==> src/rtl/mips_cp0_timer.sv <==
// mips_cp0_timer
//   CP0 for the pipelined MIPS core, sitting beside the M stage. Holds SR,
//   Cause, EPC, EBase, BadVAddr and the Count/Compare timer. Raises Req to
//   the PC/flush logic when an enabled interrupt or an exception is pending
//   and serves mfc0 (CP0Out) / mtc0 (en, CP0Add, CP0In).
//
// Ports
//   clk, reset          clock, synchronous active-high reset
//   en, CP0Add, CP0In   mtc0 write strobe, register number, write data
//   CP0Out              mfc0 read data (combinational)
//   VPC, BDIn           victim PC and delay-slot flag from M
//   BadVAddrIn          faulting address from M
//   EXLClr              eret in M
//   ExcCodeIn           exception code from M (0 = none)
//   HWInt               level-sensitive external interrupt lines
//   Req                 enter-handler request (combinational)
//   EPCOut              EPC, bypassed with the new value while Req=1
//   EBase               handler base address
//   TimerIrq            Count/Compare interrupt bit (Cause.TI)
module mips_cp0_timer #(
    parameter int          NUM_HWINT   = 6,
    parameter bit          TIMER_EN    = 1'b1,
    parameter int          TIMER_LINE  = NUM_HWINT - 1,
    parameter logic [31:0] EBASE_RESET = 32'h0000_4180
) (
    input  logic                 clk,
    input  logic                 reset,
    input  logic                 en,
    input  logic [4:0]           CP0Add,
    input  logic [31:0]          CP0In,
    output logic [31:0]          CP0Out,
    input  logic [31:0]          VPC,
    input  logic                 BDIn,
    input  logic [31:0]          BadVAddrIn,
    input  logic                 EXLClr,
    input  logic [4:0]           ExcCodeIn,
    input  logic [NUM_HWINT-1:0] HWInt,
    output logic                 Req,
    output logic [31:0]          EPCOut,
    output logic [31:0]          EBase,
    output logic                 TimerIrq
);

    logic [31:0]          sr_q, sr_d;
    logic                 bd_q, bd_d;
    logic                 ti_q, ti_d;
    logic [NUM_HWINT-1:0] ip_q;
    logic [4:0]           exccode_q, exccode_d;
    logic [31:0]          epc_q, epc_d;
    logic [31:0]          ebase_q, ebase_d;
    logic [31:0]          badvaddr_q, badvaddr_d;
    logic [31:0]          count_q, count_d;
    logic [31:0]          compare_q, compare_d;

    logic [NUM_HWINT-1:0] int_vec;
    logic                 int_req;
    logic                 exc_req;
    logic                 wr_en;
    logic [31:0]          epc_cand;
    logic [31:0]          cause_rd;

    always_comb begin
        int_vec             = HWInt;
        int_vec[TIMER_LINE] = HWInt[TIMER_LINE] | ti_q;
    end

    assign int_req  = ~sr_q[1] & sr_q[0] & (|(int_vec & sr_q[10 +: NUM_HWINT]));
    assign exc_req  = ~sr_q[1] & (ExcCodeIn != 5'd0);
    assign Req      = int_req | exc_req;
    // An mtc0 colliding with handler entry is squashed along with its instruction.
    assign wr_en    = en & ~Req;
    assign epc_cand = BDIn ? (VPC - 32'd4) : VPC;

    assign EPCOut   = Req ? epc_cand : epc_q;
    assign EBase    = ebase_q;
    assign TimerIrq = ti_q;

    always_comb begin
        cause_rd                   = '0;
        cause_rd[31]               = bd_q;
        cause_rd[30]               = ti_q;
        cause_rd[10 +: NUM_HWINT]  = ip_q;
        cause_rd[6:2]              = exccode_q;
    end

    always_comb begin
        case (CP0Add)
            5'd8:    CP0Out = badvaddr_q;
            5'd9:    CP0Out = TIMER_EN ? count_q : 32'd0;
            5'd11:   CP0Out = TIMER_EN ? compare_q : 32'd0;
            5'd12:   CP0Out = sr_q;
            5'd13:   CP0Out = cause_rd;
            5'd14:   CP0Out = epc_q;
            5'd15:   CP0Out = ebase_q;
            default: CP0Out = 32'd0;
        endcase
    end

    always_comb begin
        sr_d       = sr_q;
        bd_d       = bd_q;
        exccode_d  = exccode_q;
        epc_d      = epc_q;
        ebase_d    = ebase_q;
        badvaddr_d = badvaddr_q;
        compare_d  = compare_q;

        if (EXLClr) begin
            sr_d[1] = 1'b0;
        end

        if (Req) begin
            sr_d[1]   = 1'b1;
            bd_d      = BDIn;
            epc_d     = epc_cand;
            exccode_d = int_req ? 5'd0 : ExcCodeIn;
            if (!int_req && (ExcCodeIn == 5'd4 || ExcCodeIn == 5'd5)) begin
                badvaddr_d = BadVAddrIn;
            end
        end else if (en) begin
            case (CP0Add)
                5'd11:   compare_d = CP0In;
                5'd12:   sr_d      = CP0In;
                5'd14:   epc_d     = CP0In;
                5'd15:   ebase_d   = CP0In;
                default: ;
            endcase
        end

        count_d = (wr_en && CP0Add == 5'd9) ? CP0In : count_q + 32'd1;

        // Compare write acknowledges the timer; it beats a same-cycle match.
        if (wr_en && CP0Add == 5'd11) begin
            ti_d = 1'b0;
        end else if (count_q == compare_q) begin
            ti_d = 1'b1;
        end else begin
            ti_d = ti_q;
        end

        if (!TIMER_EN) begin
            count_d   = 32'd0;
            compare_d = 32'd0;
            ti_d      = 1'b0;
        end
    end

    always_ff @(posedge clk) begin
        if (reset) begin
            sr_q       <= 32'd0;
            bd_q       <= 1'b0;
            ti_q       <= 1'b0;
            ip_q       <= '0;
            exccode_q  <= 5'd0;
            epc_q      <= 32'd0;
            ebase_q    <= EBASE_RESET;
            badvaddr_q <= 32'd0;
            count_q    <= 32'd0;
            compare_q  <= 32'd0;
        end else begin
            sr_q       <= sr_d;
            bd_q       <= bd_d;
            ti_q       <= ti_d;
            ip_q       <= int_vec;
            exccode_q  <= exccode_d;
            epc_q      <= epc_d;
            ebase_q    <= ebase_d;
            badvaddr_q <= badvaddr_d;
            count_q    <= count_d;
            compare_q  <= compare_d;
        end
    end

endmodule
==> config.mk <==
export PLATFORM = sky130hd
export DESIGN_NAME = mips_cp0_timer
export DESIGN_NICKNAME = d
export VERILOG_FILES = /design/src/rtl/mips_cp0_timer.sv
export SDC_FILE = /design/constraint.sdc
export NUM_CORES = 1
export LEC_CHECK = 0
export BUFFER_PORTS_ARGS = -buffer_cell sky130_fd_sc_hd__buf_2
export CORE_MARGIN = 10
export CORE_UTILIZATION = 30
export CTS_CLUSTER_DIAMETER = 60
export CTS_CLUSTER_SIZE = 16
export DETAILED_ROUTE_END_ITERATION = 6
export SKIP_LAST_GASP = 1
export SYNTH_ARGS = -nofsm -noshare
export SYNTH_HDL_FRONTEND = slang
export SYNTH_SLANG_ARGS = --single-unit
==> constraint.sdc <==
create_clock -name clk -period 2.35 [get_ports clk]
set_input_delay 0.235 -clock clk [delete_from_list [all_inputs] [get_ports clk]]
set_output_delay 0.235 -clock clk [all_outputs]
set_load 0.02 [all_outputs]
==> results of run 1 <==
-- worst paths after layout --
check | start | end | slack, ns | cells past startpoint
max | sr_q[11] | EPCOut[3] | -0.20 | 8
max reg2reg | sr_q[11] | badvaddr_q[1] | 0.11 | 8
min reg2reg | badvaddr_q[16] | badvaddr_q[16] | 0.46 | 2
min | ExcCodeIn[0] | exccode_q[0] | 0.008 | 3
-- worst max-delay path: stages (launching register included) --
cell and delay [ns]:
dfxtp_2 0.32, a222oi_1 0.32, buf_4 0.20, a31oi_4 0.12
nor2_4 0.21, inv_6 0.09, o211ai_1 0.19, nand2_1 0.17
buf_6 0.17
-- area by class of cell --
cell class / count / area, µm²
repair buffers: 316 / 2290
flip-flops and latches: 205 / 4110
inverters: 6 / 27.5
well taps: 455 / 569
clock inverters: 14 / 144
diodes: 1 / 2.50
clock buffers: 22 / 539
fillers: 3578 / 20800
multi-input cells: 980 / 5990
-- cell usage after synthesis, types with 4 or more instances --
master,instances,share of area
nand2_1,206,0.074
dfxtp_1,205,0.39
nor2_1,133,0.048
a21oi_1,97,0.046
a22oi_1,86,0.062
clkbuf_1,81,0.029
mux2i_1,65,0.062
xnor2_1,57,0.048
nand3_1,54,0.026
nor3_1,53,0.025
a211oi_1,49,0.035
xor2_1,33,0.028
and3_1,27,0.016
nand4_1,27,0.016
buf_2,20,0.0096
a222oi_1,14,0.013
nor4_1,9,0.0054
a311oi_1,8,0.0067
nor2b_1,7,0.0042
and4_1,6,0.0050
inv_1,5,0.0018
nor3b_1,5,0.0036
or3_1,5,0.0030
a31o_2,4,0.0034
nor3_2,4,0.0038
-- per-stage QoR --
| stage | std cells | hold slack (ns) |
|---|---|---|
| global placement | 1913 | 0.442 |
| floorplan | 1297 | 0.351 |
| CTS | 1993 | 0.00155 |
| detailed placement | 1913 | 0.447 |
| finish | 1999 | 0.00765 |
| global route | 1998 | 0.0205 |
-- what timing repair did --
action                                  in CTS  in global routing
setup buffers                                6                  4
endpoints found under the hold margin       36                  0
endpoints found under the setup margin      33                 33
resized for setup                           36                 25
pin swaps                                    4                  6
cloned                                       2                  1
hold buffers                                36                  0
-- routing by layer --
layer	track usage	wire [µm]
met5	0	0
met4	0.0534	1090
met3	0.0329	3360
met2	0.308	19700
met1	0.282	20300
-- cells by family (layout without fill, tap and decap cells) --
family / Yosys count / in the layout / share of synthesized area
flip-flops: 205 / 205 / 0.393
XOR/XNOR: 90 / 90 / 0.0754
AO/OA/AOI/OAI: 268 / 268 / 0.173
other: 0 / 1 / 0
AND/OR/NAND/NOR: 554 / 554 / 0.248
adder cells (fa/ha/maj): 2 / 2 / 0.00239
multiplexers: 66 / 66 / 0.0633
buffers and inverters: 112 / 358 / 0.0455
-- power by group through the flow --
stage,registers (W),clock network [W],logic [W]
after floorplan,0.00370,0,0.000540
after global placement,0.00375,0,0.00101
after detailed placement,0.00375,0,0.00102
after CTS,0.00367,0.00347,0.00113
after global routing,0.00369,0.00358,0.00128
final,0.00368,0.00341,0.00119
-- state kept, by name, indices dropped and copies added, names as in the netlist --
| register | flops |
|---|---|
| epc_q | 32 |
| compare_q | 32 |
| bd_q | 1 |
| exccode_q | 5 |
| badvaddr_q | 32 |
| ip_q | 6 |
| count_q | 32 |
| TimerIrq | 1 |
| EBase | 32 |
| sr_q | 32 |
==> impl_results.md, run 1 <==
* CTS H-tree depth at 1
* Mapped Cells at about 1.3k
* Total Power at 0.00828 W
* WP data required at approximately 2.1 ns
* Pint at roughly 0.006 W
* Cell Area, Placed at approximately 12000 µm²
* Nets at roughly 1.6k
* Net switching power at ~0.0024 W
* DR pass1 iterations at 7
* Clock Path Buffers at 3
* DP HPWL at ~32000 µm
* Total track usage at 0.200
* Part of the power in registers at 0.444
* # IOs at 215
* Die area at 42700 µm²
* Crit Path Max Fanout at 7
* First-pass GRT wire length at 66400 µm
* Final worst path period share at 1.08
* Share of power burned in the clock network at 0.412
* Asr flop ratio synth at 0
* Peak supply drop at 0.487 mV
* Synth unique cells at between 40 and 50
* Final Util at 0.397
* Net Count, Synth at 1416
* Clk sinks at 205
* Most frequent cells in the layout: nand2_1 (205), dfxtp_1 (203), buf_2 (186)
* CTS Buf Count at 21
* Failing checks: setup timing
* Port Buffers at 214
* CTS tree: built
* WL/cell at 22.2 µm
* Hold crit path type: input pin to flip-flop
* Clk slew on worst S/H paths at about 0.07 ns
* Pwr/cell area at 606 nW/µm²
* Max Cap Viol at 0
* Worst Setup Slack, final at -0.198 ns
* Mapped Area at 10500 µm²
* Hold Vio Cnt, Final at 0
* Outcome: finished, violations left
* Chip height at 207 µm
* Relative slew slack at 0.604
* Sw frac at 0.290
* Post-route ant nets at 0
* Clock period minus final worst setup slack at 2.55 ns
* CP Capture Type: primary output
* Most common cell after layout, fill and taps aside: nand2_1
* Yosys warnings at 0
* Final WL at 44400 µm
* Leakage power total at 5.05 nW
* Syn avg cell area at just over 8 µm²
* Pre-CTS setup slack at 0.0202 ns
* Antenna violations before repair at 3
* Largest net degree at the start of global routing at 75
* Pins Over Slew Limit at 0
* Final TNS setup at -4.92 ns
* Vias per cell at between 5 and 6
* Vias in the first global route at 10.6k
* Peak Freq at 392 MHz
* P&R area growth vs syn at 30.7%
* RSZ-0062 raised after global routing: yes
* Clk_lat worst skew at 0.52 ns
* Design Area, Final at 13700 µm²
* Effective utilization at floorplan at 0.303
* Comb pwr share at 0.143
* Top_reg_cell synth: dfxtp_1
* Die W at between 200 and 250 µm
* Critical path startpoint category: flip-flop
* Worst EP arrival at 2.31 ns
* Vias post-DR at 10.8k
* CP Class: flip-flop to primary output
* Gr ovfl total at 0
* Synth Register Bits at 205
* Final setup viols at 33
* Post-synth EDFFs at 0
* DRC at 0
* Sequential-to-total area share from yosys stat at 0.393
* Placer Congestion at 0.886
* Share of layout cells above drive strength 1 at 0.229
* Worst Skew at approximately 0.012 ns
* Core ar. at 34500 µm²
* Clock tree root buffer cell: clkbuf_16
* Site Rows at slightly below 70
* Slew @ Worst Pin at a little under 0.6 ns
* Drt first-iter violations at 1189
(Power assumes the default switching activity.)
==> run 2, diff against run 1 <==
SETUP_SLACK_MARGIN = 0.2   (was default)
==> impl_results.md, run 2 (synthesized netlist as in run 1, its figures left out) <==
* CTS tree: built (unchanged)
* Relative slew slack at 0.602 (was 0.604)
* Vias in the first global route at 10.6k (unchanged)
* Min-delay src: ExcCodeIn[0] (unchanged)
* CP Class: flip-flop to primary output (unchanged)
* FF+latch area at 4110 µm² (unchanged)
* Final WL at 45400 µm (was 44400 µm)
* Final Util at 0.404 (was 0.397)
* P&R area growth vs syn at 33.0% (was 30.7%)
* # IOs at 215 (unchanged)
* Final worst path period share at 1.08 (about the same)
* Outcome: finished, violations left (unchanged)
* Reg-to-Reg Start: sr_q[11] (unchanged)
* CP Capture Type: primary output (unchanged)
* RSZ-0062 raised after global routing: yes (unchanged)
* WL/cell at 22.6 µm (was 22.2 µm)
* Clk sinks at 205 (unchanged)
* Clock tree root buffer cell: clkbuf_16 (unchanged)
* Pwr/cell area at 597 nW/µm² (was 606 nW/µm²)
* Core ar. at 34500 µm² (unchanged)
* Slew @ Worst Pin at 0.588 ns (was 0.585 ns)
* DP HPWL at 32100 µm (unchanged)
* Effective utilization at floorplan at 0.303 (unchanged)
* First-pass GRT wire length at 66400 µm (unchanged)
* Site Rows at 68 (unchanged)
* Hold Vio Cnt, Final at 0 (unchanged)
* Port Buffers at 214 (unchanged)
* Total track usage at 0.200 (unchanged)
* Failing checks: setup timing (unchanged)
* Post-route ant nets at 0 (unchanged)
* Clk slew on worst S/H paths at 0.07 ns (about the same)
* Hold crit path type: input pin to flip-flop (unchanged)
* Critical path startpoint category: flip-flop (unchanged)
* WP data required at 2.12 ns (about the same)
* Antenna violations before repair at 3 (unchanged)
* Worst Setup Slack, final at -0.184 ns (was -0.198 ns)
* Nets at 1657 (was 1649)
* DR pass1 iterations at 7 (unchanged)
* Clk_lat worst skew at 0.52 ns (about the same)
* Cell Area, Placed at 12300 µm² (unchanged)
* Placer Congestion at 0.886 (unchanged)
* Critical Path Start: sr_q[11] (unchanged)
* Final setup viols at 33 (unchanged)
* Hold WS at 0.00843 ns (was 0.00765 ns)
* Die W at 207 µm (unchanged)
* Vias per cell at 5.49 (was 5.41)
* Gr ovfl total at 0 (unchanged)
* Worst EP arrival at 2.30 ns (was 2.31 ns)
* Crit Path Max Fanout at 7 (unchanged)
* Pins Over Slew Limit at 0 (unchanged)
* Fill cells at 3557 (was 3578)
* Most frequent cells in the layout: nand2_1 (205), dfxtp_1 (203), buf_2 (187) (was nand2_1 (205), dfxtp_1 (203), buf_2 (186))
* Non-filler cells, final at 2007 (was 1999)
* CTS Buf Count at 21 (unchanged)
* R2r setup slk at 0.11 ns (about the same)
* Clock Path Buffers at 3 (unchanged)
* Leakage power total at 5.15 nW (was 5.05 nW)
* Share of layout cells above drive strength 1 at 0.248 (was 0.229)
* Die area at 42700 µm² (unchanged)
* Chip height at 207 µm (unchanged)
* Max Cap Viol at 0 (unchanged)
* Peak Freq at 395 MHz (was 392 MHz)
* Clock period minus final worst setup slack at 2.53 ns (was 2.55 ns)
* DRC at 0 (unchanged)
* Drt first-iter violations at 1169 (was 1189)
* Worst Skew at 0.0139 ns (was 0.0120 ns)
* Multi-input logic area at 6100 µm² (was 5990 µm²)
* Vias post-DR at 11.0k (was 10.8k)
* Final TNS setup at -4.48 ns (was -4.92 ns)
* Design Area, Final at 13900 µm² (was 13700 µm²)
* Largest net degree at the start of global routing at 75 (unchanged)
* Placed Cells incl. Taps at 1913 (unchanged)
* Peak supply drop at 0.490 mV (was 0.487 mV)
* CTS H-tree depth at 1 (unchanged)
* Most common cell after layout, fill and taps aside: nand2_1 (unchanged)
run 2: critical path: stages (launching register included):
cell,delay [ns]
dfxtp_2,0.32
a222oi_1,0.32
buf_4,0.20
a31oi_4,0.11
nor2_4,0.21
inv_6,0.09
o211ai_1,0.19
nand2_1,0.17
buf_6,0.17
run 2: stage by stage:
| stage | setup slack, ns | total power (W) |
|---|---|---|
| after floorplan | 0.118 | 0.00424 |
| after global placement | 0.0540 | 0.00476 |
| after detailed placement | 0.0202 | 0.00477 |
| after CTS | -0.184 | 0.00828 |
| after global routing | -0.273 | 0.00857 |
| final | -0.184 | 0.00831 |
run 2: path summary, 6_finish.rpt:
| check | end | depth (start not counted) |
|---|---|---|
| setup / recovery | EPCOut[3] | 8 |
| hold / removal | exccode_q[0] | 3 |
| setup reg to reg | badvaddr_q[24] | 10 |
| hold reg to reg | badvaddr_q[21] | 2 |
run 2: cell type report:
| type | instances | share of cell area |
|---|---|---|
| antenna | 1 | 0.000180 |
| clock buffer | 22 | 0.0388 |
| clock inverter | 14 | 0.0103 |
| inverter | 6 | 0.00198 |
| multi-input combinational | 980 | 0.439 |
| sequential | 205 | 0.295 |
| tap | 455 | 0.0409 |
| timing repair buffer | 324 | 0.174 |
run 2: timing repair:
action	4_1_cts	5_1_grt
setup buffers	6	7
setup endpoints to repair	34	96
hold buffers	36	0
gates resized for setup	36	52
cloned	2	6
pin swaps	4	8
hold endpoints to repair	36	0
run 2: report_power, final:
group	leakage [nW]	total [W]	internal [W]	switching, W
Sequential	1.67	0.00368	0.00357	0.000115
Combinational	3.15	0.00120	0.000491	0.000713
Clock	0.332	0.00342	0.00183	0.00159
run 2: per-layer routing:
layer,track usage,routed length (µm),up-vias,share of wire
li1,-,-,5124,-
met2,0.308,20200,560,0.45
met1,0.282,19800,5261,0.43
met3,0.0329,4160,75,0.091
met4,0.0534,1280,0,0.028
met5,0,0,-,0
==> run 3, diff against run 2 <==
CELL_PAD_IN_SITES_DETAIL_PLACEMENT = 2   (was default)
CELL_PAD_IN_SITES_GLOBAL_PLACEMENT = 2   (was default)
GPL_ROUTABILITY_DRIVEN = 0   (was default)
PLACE_DENSITY_LB_ADDON = 0.1   (was default)
==> impl_results.md, run 3 (synthesized netlist as in run 1, its figures left out) <==
* Outcome: finished, violations left (unchanged)
* Failing checks: setup timing (unchanged)
* DP HPWL at 38400 µm (was 32100 µm)
* Pwr/cell area at 614 nW/µm² (was 597 nW/µm²)
* Vias per cell at 5.64 (was 5.49)
* RSZ-0062 raised after global routing: yes (unchanged)
* Critical path's top delay family: buffers and inverters (was compound AO/OA/AOI/OAI gates)
* Effective utilization at floorplan at 0.303 (unchanged)
* CP Class: flip-flop to primary output (unchanged)
* Worst Skew at 0.0175 ns (was 0.0139 ns)
* Most common cell after layout, fill and taps aside: dfxtp_1 (was nand2_1)
* Slew @ Worst Pin at 0.593 ns (was 0.588 ns)
* Largest net degree at the start of global routing at 59 (was 75)
* Crit-path max cell delay at 0.34 ns (was 0.32 ns)
* WP data required at 2.12 ns (about the same)
* Hold Vio Cnt, Final at 0 (unchanged)
* Placed Cells incl. Taps at 1922 (was 1913)
* Site Rows at 68 (unchanged)
* Nets at 1697 (was 1657)
* Final worst path period share at 1.10 (was 1.08)
* # IOs at 215 (unchanged)
* Chip height at 207 µm (unchanged)
* Vias post-DR at 11.6k (was 11.0k)
* Post-route ant nets at 0 (unchanged)
* Vias in the first global route at 12.1k (was 10.6k)
* Part of the power in registers at 0.400 (was 0.443)
* Final setup viols at 57 (was 33)
* P&R area growth vs syn at 43.9% (was 33.0%)
* CTS tree: built (unchanged)
* Max Cap Viol at 0 (unchanged)
* Die W at 207 µm (unchanged)
* Clock tree root buffer cell: clkbuf_16 (unchanged)
* Final Util at 0.437 (was 0.404)
* Relative slew slack at 0.605 (was 0.602)
* Slowest CP cell: dfxtp_2 (unchanged)
* Final WL at 58200 µm (was 45400 µm)
* Antenna violations before repair at 2 (was 3)
* Pint at 0.00641 W (was 0.00589 W)
* Crit Path Max Fanout at 7 (unchanged)
* WL/cell at 28.3 µm (was 22.6 µm)
* DR pass1 iterations at 6 (was 7)
* Clk slew on worst S/H paths at 0.07 ns (about the same)
* Share of layout cells above drive strength 1 at 0.310 (was 0.248)
* Drt first-iter violations at 914 (was 1169)
* Pins Over Slew Limit at 0 (unchanged)
* Fill cells at 3778 (was 3557)
* CTS H-tree depth at 1 (unchanged)
* Gr ovfl total at 0 (unchanged)
* Core ar. at 34500 µm² (unchanged)
* First-pass GRT wire length at 81200 µm (was 66400 µm)
* Die area at 42700 µm² (unchanged)
* Non-filler cells, final at 2055 (was 2007)
* DRC at 0 (unchanged)
* Clk sinks at 205 (unchanged)
* Cell Area, Placed at 12300 µm² (about the same)
* Peak supply drop at 0.492 mV (was 0.490 mV)
* Leakage power total at 5.58 nW (was 5.15 nW)
* Clk_lat worst skew at 0.55 ns (was 0.52 ns)
* Clock Path Buffers at 3 (unchanged)
* Critical path startpoint category: flip-flop (unchanged)
* CTS Buf Count at 26 (was 21)
* Worst-path cell chain: a222oi_1, buf_4, a31oi_4, nor2_4, inv_6, clkbuf_16, nor2_4, a21oi_4, buf_4 (was a222oi_1, buf_4, a31oi_4, nor2_4, inv_6, o211ai_1, nand2_1, buf_6)
* Crit path buf inv count at 4 (was 3)
* Hold crit path type: input pin to flip-flop (unchanged)
* Pre-CTS setup slack at 0.0198 ns (was 0.0202 ns)
* CP Capture Type: primary output (unchanged)
* Total track usage at 0.252 (was 0.200)
* Port Buffers at 214 (unchanged)
* Sw frac at 0.306 (was 0.291)
* Design Area, Final at 15000 µm² (was 13900 µm²)
* Clock period minus final worst setup slack at 2.58 ns (was 2.53 ns)
* Worst EP arrival at 2.34 ns (was 2.30 ns)
* Worst Setup Slack, final at -0.230 ns (was -0.184 ns)
* Net switching power at 0.00283 W (was 0.00242 W)
* Most frequent cells in the layout: dfxtp_1 (203), nand2_1 (196), buf_2 (181) (was nand2_1 (205), dfxtp_1 (203), buf_2 (187))
* Comb pwr share at 0.158 (was 0.145)
* Peak Freq at 388 MHz (was 395 MHz)
* Share of power burned in the clock network at 0.441 (was 0.412)
## run 3: changes by cell type in the layout (fill, tap and decap cells not counted), moves of 9 or more
cell       delta
nor2_1       -20
a21oi_2      +13
clkbuf_16    +12
buf_4        +14
nor2_2       +14
nand2_1       -9
a211oi_1     -11
a21oi_1      -19
a211oi_2     +10
## run 3: power by group through the flow
stage	registers, W	clock network [W]	logic (W)
finish	0.00370	0.00408	0.00146
global route	0.00371	0.00431	0.00156
CTS	0.00369	0.00414	0.00132
detailed placement	0.00376	0	0.00106
global placement	0.00375	0	0.00104
floorplan	0.00370	0	0.000540
## run 3: layout make-up
| type | instances | area (µm²) | share of cell area |
|---|---|---|---|
| antenna | 2 | 5.00 | 0.000333 |
| clock buffer | 32 | 714 | 0.0475 |
| multi-input combinational | 980 | 6460 | 0.429 |
| inverter | 6 | 27.5 | 0.00183 |
| timing repair buffer | 359 | 3010 | 0.200 |
| clock inverter | 16 | 155 | 0.0103 |
| sequential | 205 | 4110 | 0.273 |
| tap | 455 | 569 | 0.0378 |
## run 3: path summary, 6_finish.rpt
path | cells after the start | from | end | slack (ns)
hold / removal | 3 | CP0In[1] | EBase[1] | 0.02
setup reg to reg | 13 | sr_q[11] | count_q[30] | -0.14
hold reg to reg | 2 | badvaddr_q[22] | badvaddr_q[22] | 0.46
setup / recovery | 9 | sr_q[11] | EPCOut[18] | -0.23
## run 3: worst min-delay path: cells and delay by family
family / cells / cell delay (ns)
AOI/OAI and AO/OA: 1 / 0.06
buffers and inverters: 1 / 0.16
and+or+nand+nor: 1 / 0.07
## run 3: timing repair
action	4_1_cts	5_1_grt
gates resized for setup	116	92
buffers inserted	14	8
pin swaps	8	12
setup endpoints to repair	89	190
gates cloned	7	13
hold buffers	41	0
endpoints found under the hold margin	41	0
## run 3: metrics by stage
step / total power [W] / hold slack (ns) / setup TNS [ns]
detailed placement: 0.00482 / 0.451 / 0
global placement: 0.00480 / 0.443 / 0
floorplan: 0.00424 / 0.351 / 0
CTS: 0.00915 / 0.00100 / -5.28
finish: 0.00924 / 0.0203 / -8.42
global route: 0.00957 / 0.0187 / -13.86
## run 3: layer usage
metal  part of all wire  vias up  routed length (µm)  GRT usage
met3              0.065       61                3770     0.0468
li1                   -     5223                   -          -
met4              0.019        2                1110     0.0513
met1               0.45     5956               26400      0.351
met2               0.46      350               26800      0.396
met5            0.00029        -                  17          0
